<file path="src/rtl/cp0_if.sv">
// Bus between the M stage of the pipeline and the CP0 exception controller.
// The master is the pipeline side and the slave is the CP0 controller.
interface cp0_if;
  logic        we;
  logic [4:0]  cp0_addr;
  logic [31:0] cp0_wdata;
  logic [31:0] cp0_rdata;
  logic [31:0] vpc;
  logic        bd_in;
  logic [4:0]  exc_code_in;
  logic        eret;
  logic [5:0]  hw_int;
  logic        req;
  logic [31:0] epc_out;
  logic [31:0] handler_pc;

  modport master (
    output we, cp0_addr, cp0_wdata, vpc, bd_in, exc_code_in, eret, hw_int,
    input  cp0_rdata, req, epc_out, handler_pc
  );

  modport slave (
    input  we, cp0_addr, cp0_wdata, vpc, bd_in, exc_code_in, eret, hw_int,
    output cp0_rdata, req, epc_out, handler_pc
  );
endinterface

</file>
<file path="src/rtl/cp0_ctrl.sv">
// Coprocessor-0 exception controller for the M stage of a 5-stage MIPS pipeline.
// Holds SR/Cause/EPC/PRId, raises req to redirect fetch to the handler, and
// services mfc0 reads and mtc0 writes. While EXL is set all new exceptions and
// interrupts are masked.
module cp0_ctrl #(
  parameter logic [31:0] HANDLER_ADDR = 32'h0000_4180,
  parameter logic [31:0] PRID_VALUE   = 32'h0000_0000,
  parameter logic [4:0]  EXC_INT      = 5'd0
) (
  input logic  clk,
  input logic  reset,
  cp0_if.slave bus
);

  localparam logic [4:0] REG_SR    = 5'd12;
  localparam logic [4:0] REG_CAUSE = 5'd13;
  localparam logic [4:0] REG_EPC   = 5'd14;
  localparam logic [4:0] REG_PRID  = 5'd15;

  // SR fields
  logic [5:0]  im_r;
  logic        exl_r;
  logic        ie_r;
  // Cause fields
  logic        bd_r;
  logic [5:0]  ip_r;
  logic [4:0]  exc_code_r;
  // EPC
  logic [31:0] epc_r;

  logic        int_req_s;
  logic        exc_req_s;
  logic        req_s;
  logic        sr_wr_s;
  logic        epc_wr_s;
  logic        exl_after_wr_s;
  logic [31:0] rdata_s;

  // Request decode: interrupts and exceptions, both masked by EXL and by reset.
  always_comb begin
    int_req_s = ie_r & ~exl_r & (|(bus.hw_int & im_r));
    exc_req_s = ~exl_r & (bus.exc_code_in != 5'd0);
    if (reset) begin
      req_s = 1'b0;
    end else begin
      req_s = int_req_s | exc_req_s;
    end
  end

  // mtc0 decode; a taking instruction must not commit its write.
  always_comb begin
    sr_wr_s  = bus.we & ~req_s & (bus.cp0_addr == REG_SR);
    epc_wr_s = bus.we & ~req_s & (bus.cp0_addr == REG_EPC);
    if (sr_wr_s) begin
      exl_after_wr_s = bus.cp0_wdata[1];
    end else begin
      exl_after_wr_s = exl_r;
    end
  end

  // CP0 register state: exception entry, eret, mtc0 and interrupt sampling.
  always_ff @(posedge clk) begin
    if (reset) begin
      im_r       <= 6'd0;
      exl_r      <= 1'b0;
      ie_r       <= 1'b0;
      bd_r       <= 1'b0;
      ip_r       <= 6'd0;
      exc_code_r <= 5'd0;
      epc_r      <= 32'd0;
    end else begin
      ip_r <= bus.hw_int;
      if (req_s) begin
        // Exception entry wins over eret and mtc0 in the same cycle.
        exl_r <= 1'b1;
        bd_r  <= bus.bd_in;
        if (int_req_s) begin
          exc_code_r <= EXC_INT;
        end else begin
          exc_code_r <= bus.exc_code_in;
        end
        if (bus.bd_in) begin
          epc_r <= bus.vpc - 32'd4;
        end else begin
          epc_r <= bus.vpc;
        end
      end else begin
        if (sr_wr_s) begin
          im_r <= bus.cp0_wdata[15:10];
          ie_r <= bus.cp0_wdata[0];
        end
        // The mtc0 value lands first; an eret in the same cycle then clears EXL.
        if (bus.eret) begin
          exl_r <= 1'b0;
        end else begin
          exl_r <= exl_after_wr_s;
        end
        if (epc_wr_s) begin
          epc_r <= bus.cp0_wdata;
        end
      end
    end
  end

  // mfc0 read mux, live pre-edge values; unimplemented numbers read zero.
  always_comb begin
    case (bus.cp0_addr)
      REG_SR:    rdata_s = {16'd0, im_r, 8'd0, exl_r, ie_r};
      REG_CAUSE: rdata_s = {bd_r, 15'd0, ip_r, 3'd0, exc_code_r, 2'd0};
      REG_EPC:   rdata_s = epc_r;
      REG_PRID:  rdata_s = PRID_VALUE;
      default:   rdata_s = 32'd0;
    endcase
  end

  assign bus.req        = req_s;
  assign bus.cp0_rdata  = rdata_s;
  assign bus.epc_out    = epc_r;
  assign bus.handler_pc = HANDLER_ADDR;

endmodule

</file>
<file path="src/flat_wrapper.sv">
// flat-port wrapper written by rule: the top's interface ports become plain ports
module cp0_ctrl_flat 
#(
  parameter logic [31:0] HANDLER_ADDR = 32'h0000_4180,
  parameter logic [31:0] PRID_VALUE   = 32'h0000_0000,
  parameter logic [4:0]  EXC_INT      = 5'd0
)
  (clk, reset, bus_we, bus_cp0_addr, bus_cp0_wdata, bus_vpc, bus_bd_in, bus_exc_code_in, bus_eret, bus_hw_int, bus_cp0_rdata, bus_req, bus_epc_out, bus_handler_pc);
  cp0_if bus_i ();
  input logic clk;
  input logic reset;
  input wire logic [$bits(bus_i.we)-1:0] bus_we;
  input wire logic [$bits(bus_i.cp0_addr)-1:0] bus_cp0_addr;
  input wire logic [$bits(bus_i.cp0_wdata)-1:0] bus_cp0_wdata;
  input wire logic [$bits(bus_i.vpc)-1:0] bus_vpc;
  input wire logic [$bits(bus_i.bd_in)-1:0] bus_bd_in;
  input wire logic [$bits(bus_i.exc_code_in)-1:0] bus_exc_code_in;
  input wire logic [$bits(bus_i.eret)-1:0] bus_eret;
  input wire logic [$bits(bus_i.hw_int)-1:0] bus_hw_int;
  output wire logic [$bits(bus_i.cp0_rdata)-1:0] bus_cp0_rdata;
  output wire logic [$bits(bus_i.req)-1:0] bus_req;
  output wire logic [$bits(bus_i.epc_out)-1:0] bus_epc_out;
  output wire logic [$bits(bus_i.handler_pc)-1:0] bus_handler_pc;
  assign bus_i.we = bus_we;
  assign bus_i.cp0_addr = bus_cp0_addr;
  assign bus_i.cp0_wdata = bus_cp0_wdata;
  assign bus_i.vpc = bus_vpc;
  assign bus_i.bd_in = bus_bd_in;
  assign bus_i.exc_code_in = bus_exc_code_in;
  assign bus_i.eret = bus_eret;
  assign bus_i.hw_int = bus_hw_int;
  assign bus_cp0_rdata = bus_i.cp0_rdata;
  assign bus_req = bus_i.req;
  assign bus_epc_out = bus_i.epc_out;
  assign bus_handler_pc = bus_i.handler_pc;
  cp0_ctrl #(.HANDLER_ADDR(HANDLER_ADDR), .PRID_VALUE(PRID_VALUE), .EXC_INT(EXC_INT)) u_core (.clk(clk), .reset(reset), .bus(bus_i));
endmodule
</file>
<file path="config.mk">
export PLATFORM = sky130hd
export DESIGN_NAME = cp0_ctrl_flat
export DESIGN_NICKNAME = d
export VERILOG_FILES = /design/src/rtl/cp0_if.sv /design/src/rtl/cp0_ctrl.sv /design/src/flat_wrapper.sv
export SDC_FILE = /design/constraint.sdc
export NUM_CORES = 1
export LEC_CHECK = 0
export CAP_MARGIN = 0
export CELL_PAD_IN_SITES_DETAIL_PLACEMENT = 1
export CELL_PAD_IN_SITES_GLOBAL_PLACEMENT = 1
export CORE_ASPECT_RATIO = 0.8
export CORE_MARGIN = 2
export CORE_UTILIZATION = 45
export CTS_CLUSTER_SIZE = 8
export DETAILED_ROUTE_END_ITERATION = 8
export DONT_BUFFER_PORTS = 1
export GPL_ROUTABILITY_DRIVEN = 0
export PLACE_DENSITY = 0.87
export SYNTH_ARGS = -nofsm -noshare
export SYNTH_HDL_FRONTEND = slang
export SYNTH_SLANG_ARGS = --single-unit
</file>
<file path="constraint.sdc">
create_clock -name clk -period 2.7 [get_ports clk]
set_input_delay 0.27 -clock clk [delete_from_list [all_inputs] [get_ports clk]]
set_output_delay 0.27 -clock clk [all_outputs]
set_load 0.05 [all_outputs]
</file>
==> results.py <==
metrics = {
    "clock_tree": {
        "clk_pin_slew_ns": 0.11,
        "numCtsBuffers": 5,
        "cts_root_buf": "clkbuf_8",
        "ctsHoldBuffers": 0,
        "htreeDepth": 2,
        "clock_latency_ns": 0.33,
        "cts_tree": "yes",
        "cts_setup_buffers": 0,
        "clock_sinks": 52,
        "cts.path.max_buffers": 2,
        "ctsResizeCount": 0,
    },
    "critical_path": {
        "crit_path_start_kind": "register",
        "crit_required_ns": 2.43,
        "arrival_ns": 2.27,
        "endpoint_kind": "output pin",
        "r2r_setup_slack_ns": 0.34,
        "crit_fanout": 26,
        "critical_path_class": "register to output pin",
    },
    "placed_design": {
        "hpwl_um": 10500,
        "place_inst": 547,
        "place_area_um2": 3960,
        "io_buffers": 0,
    },
    "floorplan": {
        "io_pins": 182,
        "die-area_um2": 8860,
        "die-width_um": 105,
        "initial_core_util_pct": 46.2,
        "coreArea_um2": 7910,
        "rows": 29,
        "die_h_um": 84.6,
    },
    "sta": {
        "hold_viol": 0,
        "rsz0062_at_grt": "no",
        "fmax_ghz": 0.393,
        "worst_pin_slew_ns": 0.909,
        "finalCritPeriodShare_pct": 94.2,
        "final-setup-viol-count": 0,
        "slew_violations": 0,
        "finalSetupTns_ns": 0,
        "period_minus_slack_ns": 2.54,
        "slew_headroom_pct": 39.4,
        "fin_skew_ns": 0.0116,
    },
    "synth": {
        "synth_common_cells": "dfxtp_1 (52), clkbuf_1 (37), buf_4 (32)",
        "synth_edf_count": 0,
        "ys_ff_latch": 52,
        "synthCells": 445,
        "yosys_warnings": 0,
        "yosysMostFrequentCell": "dfxtp_1",
        "synth_cell_types": 50,
        "syn_area_um2": 3650,
        "ys.flop_type": "dfxtp_1",
        "synth_top_area_share_pct": 28.5,
        "ys_top_cells_by_area": "dfxtp_1 (28%), buf_4 (6.6%), o31a_1 (5.8%)",
        "synth_top_area_cell": "dfxtp_1",
        "yosysSeqAreaShare_pct": 28.5,
        "ys_async_sr_fraction_pct": 0,
        "syn_avg_cell_area_um2": 8.21,
    },
    "routing": {
        "vias_per_cell": 6.90,
        "detail_route.first_pass.iterations": 5,
        "ant_nets": 0,
        "dr.first_iter.drc_count": 320,
        "routed-via-count": 3846,
        "totalWireLength_um": 13600,
        "wire_per_inst_um": 24.5,
        "drc": 0,
    },
    "layout": {
        "drive_gt1_share_pct": 11.4,
        "postLayoutCoreUtil_pct": 51.5,
        "area_growth_pct": 11.5,
        "stdcell_area_um2": 4070,
        "nNetsFinal": 534,
        "final_cells": 557,
        "diodes": 0,
    },
    "pwr": {
        "ir_worst_vdd_uv": 227,
        "leakagePower_nw": 1.39,
        "power.density_nw_per_um2": 503,
    },
    "global_route": {
        "antenna_found_initial": 1,
        "track_usage_pct": 29.4,
        "grt_pass1_wl_um": 20900,
        "grt_pass1_vias": 3843,
        "grt_overflow_total": 0,
        "grt_max_degree": 55,
    },
    "hold_path": {
        "hp-class": "input pin to register",
    },
    "status": {
        "status": "finished, final reports clean",
    },
    "flow_run": {
        "maxCapViolCount": 0,
    },
}
## final cells by class
| type | count | area [µm²] |
|---|---|---|
| clock buffers | 6 | 82.6 |
| clock inverters | 2 | 13.8 |
| fillers | 952 | 3840 |
| inverters | 5 | 18.8 |
| multi-input cells | 347 | 2320 |
| flip-flops and latches | 52 | 1040 |
| well taps | 108 | 135 |
| repair buffers | 37 | 458 |
## worst max-delay path, stage by stage (launching register included)
cell     delay (ns)
dfxtp_1        0.39
a22o_1         0.25
o311a_1        0.80
nor2_1         0.14
nor2_1         0.14
buf_4          0.21
## per-layer routing
metal / wire length, µm / vias up / global-route usage, % / share of wire (%)
met4: 197 / 2 / 5.94 / 1.4
met2: 6200 / 239 / 47.9 / 45
met5: 10 / - / 0 / 0.073
met3: 1420 / 25 / 9.24 / 10
met1: 5820 / 1876 / 38.5 / 43
li1: - / 1704 / - / -
## layout by cell type (no fill, tap or decap), types with 11 or more instances in the layout
cell | synthesis | final
and3_1 | 19 | 19
conb_1 | 2 | 32
a22o_1 | 11 | 11
a2111oi_0 | 23 | 23
o31ai_1 | 18 | 18
o31a_1 | 24 | 24
nand4_1 | 14 | 14
dfxtp_1 | 52 | 52
or4_1 | 12 | 12
a21oi_1 | 22 | 22
nand2_1 | 30 | 30
a211oi_1 | 11 | 11
buf_4 | 32 | 21
nand3_1 | 15 | 15
a311oi_1 | 22 | 22
buf_12 | 0 | 14
## sequential cells by signal (all words and copies together) (netlist names)
signal	count
u_core.ip_r	6
u_core.exl_r	1
u_core.ie_r	1
u_core.bus.epc_out	32
u_core.im_r	6
u_core.bd_r	1
u_core.exc_code_r	5
## per-stage QoR
step / hold slack [ns] / setup slack [ns] / power, W
after floorplan: 0.398 / 0.528 / 0.00147
after global placement: 0.345 / 0.479 / 0.00152
after detailed placement: 0.346 / 0.318 / 0.00155
after CTS: 0.00123 / 0.196 / 0.00203
after global routing: 0.00218 / 0.0292 / 0.00212
final: 0.00141 / 0.157 / 0.00205
## final timing paths
kind                       start                      to  depth (start not counted)
setup / recovery  u_core.im_r[3]                 bus_req                          5
hold / removal             reset          u_core.ip_r[0]                          1
setup reg to reg  u_core.im_r[4]  u_core.bus.epc_out[27]                          5
hold reg to reg      u_core.bd_r             u_core.bd_r                          2
## where the power goes
part | switching (W) | internal (W) | total [W]
sequential | 0.000256 | 0.000834 | 0.00109
clock | 0.000297 | 0.000211 | 0.000508
combinational | 0.000306 | 0.000146 | 0.000451
## logic make-up (layout without fill, tap and decap cells)
kind of cell,after synthesis,in the layout,synth area share [%]
compound gates,151,151,31.6
xor+xnor,13,13,3.12
fa+ha+maj,1,1,0.342
buf+inv,76,50,11.3
flops,52,52,28.5
mux,6,6,1.64
other cells,2,32,0.206
simple gates,144,144,23.3
Note: power is estimated with default switching activity, not from simulation.
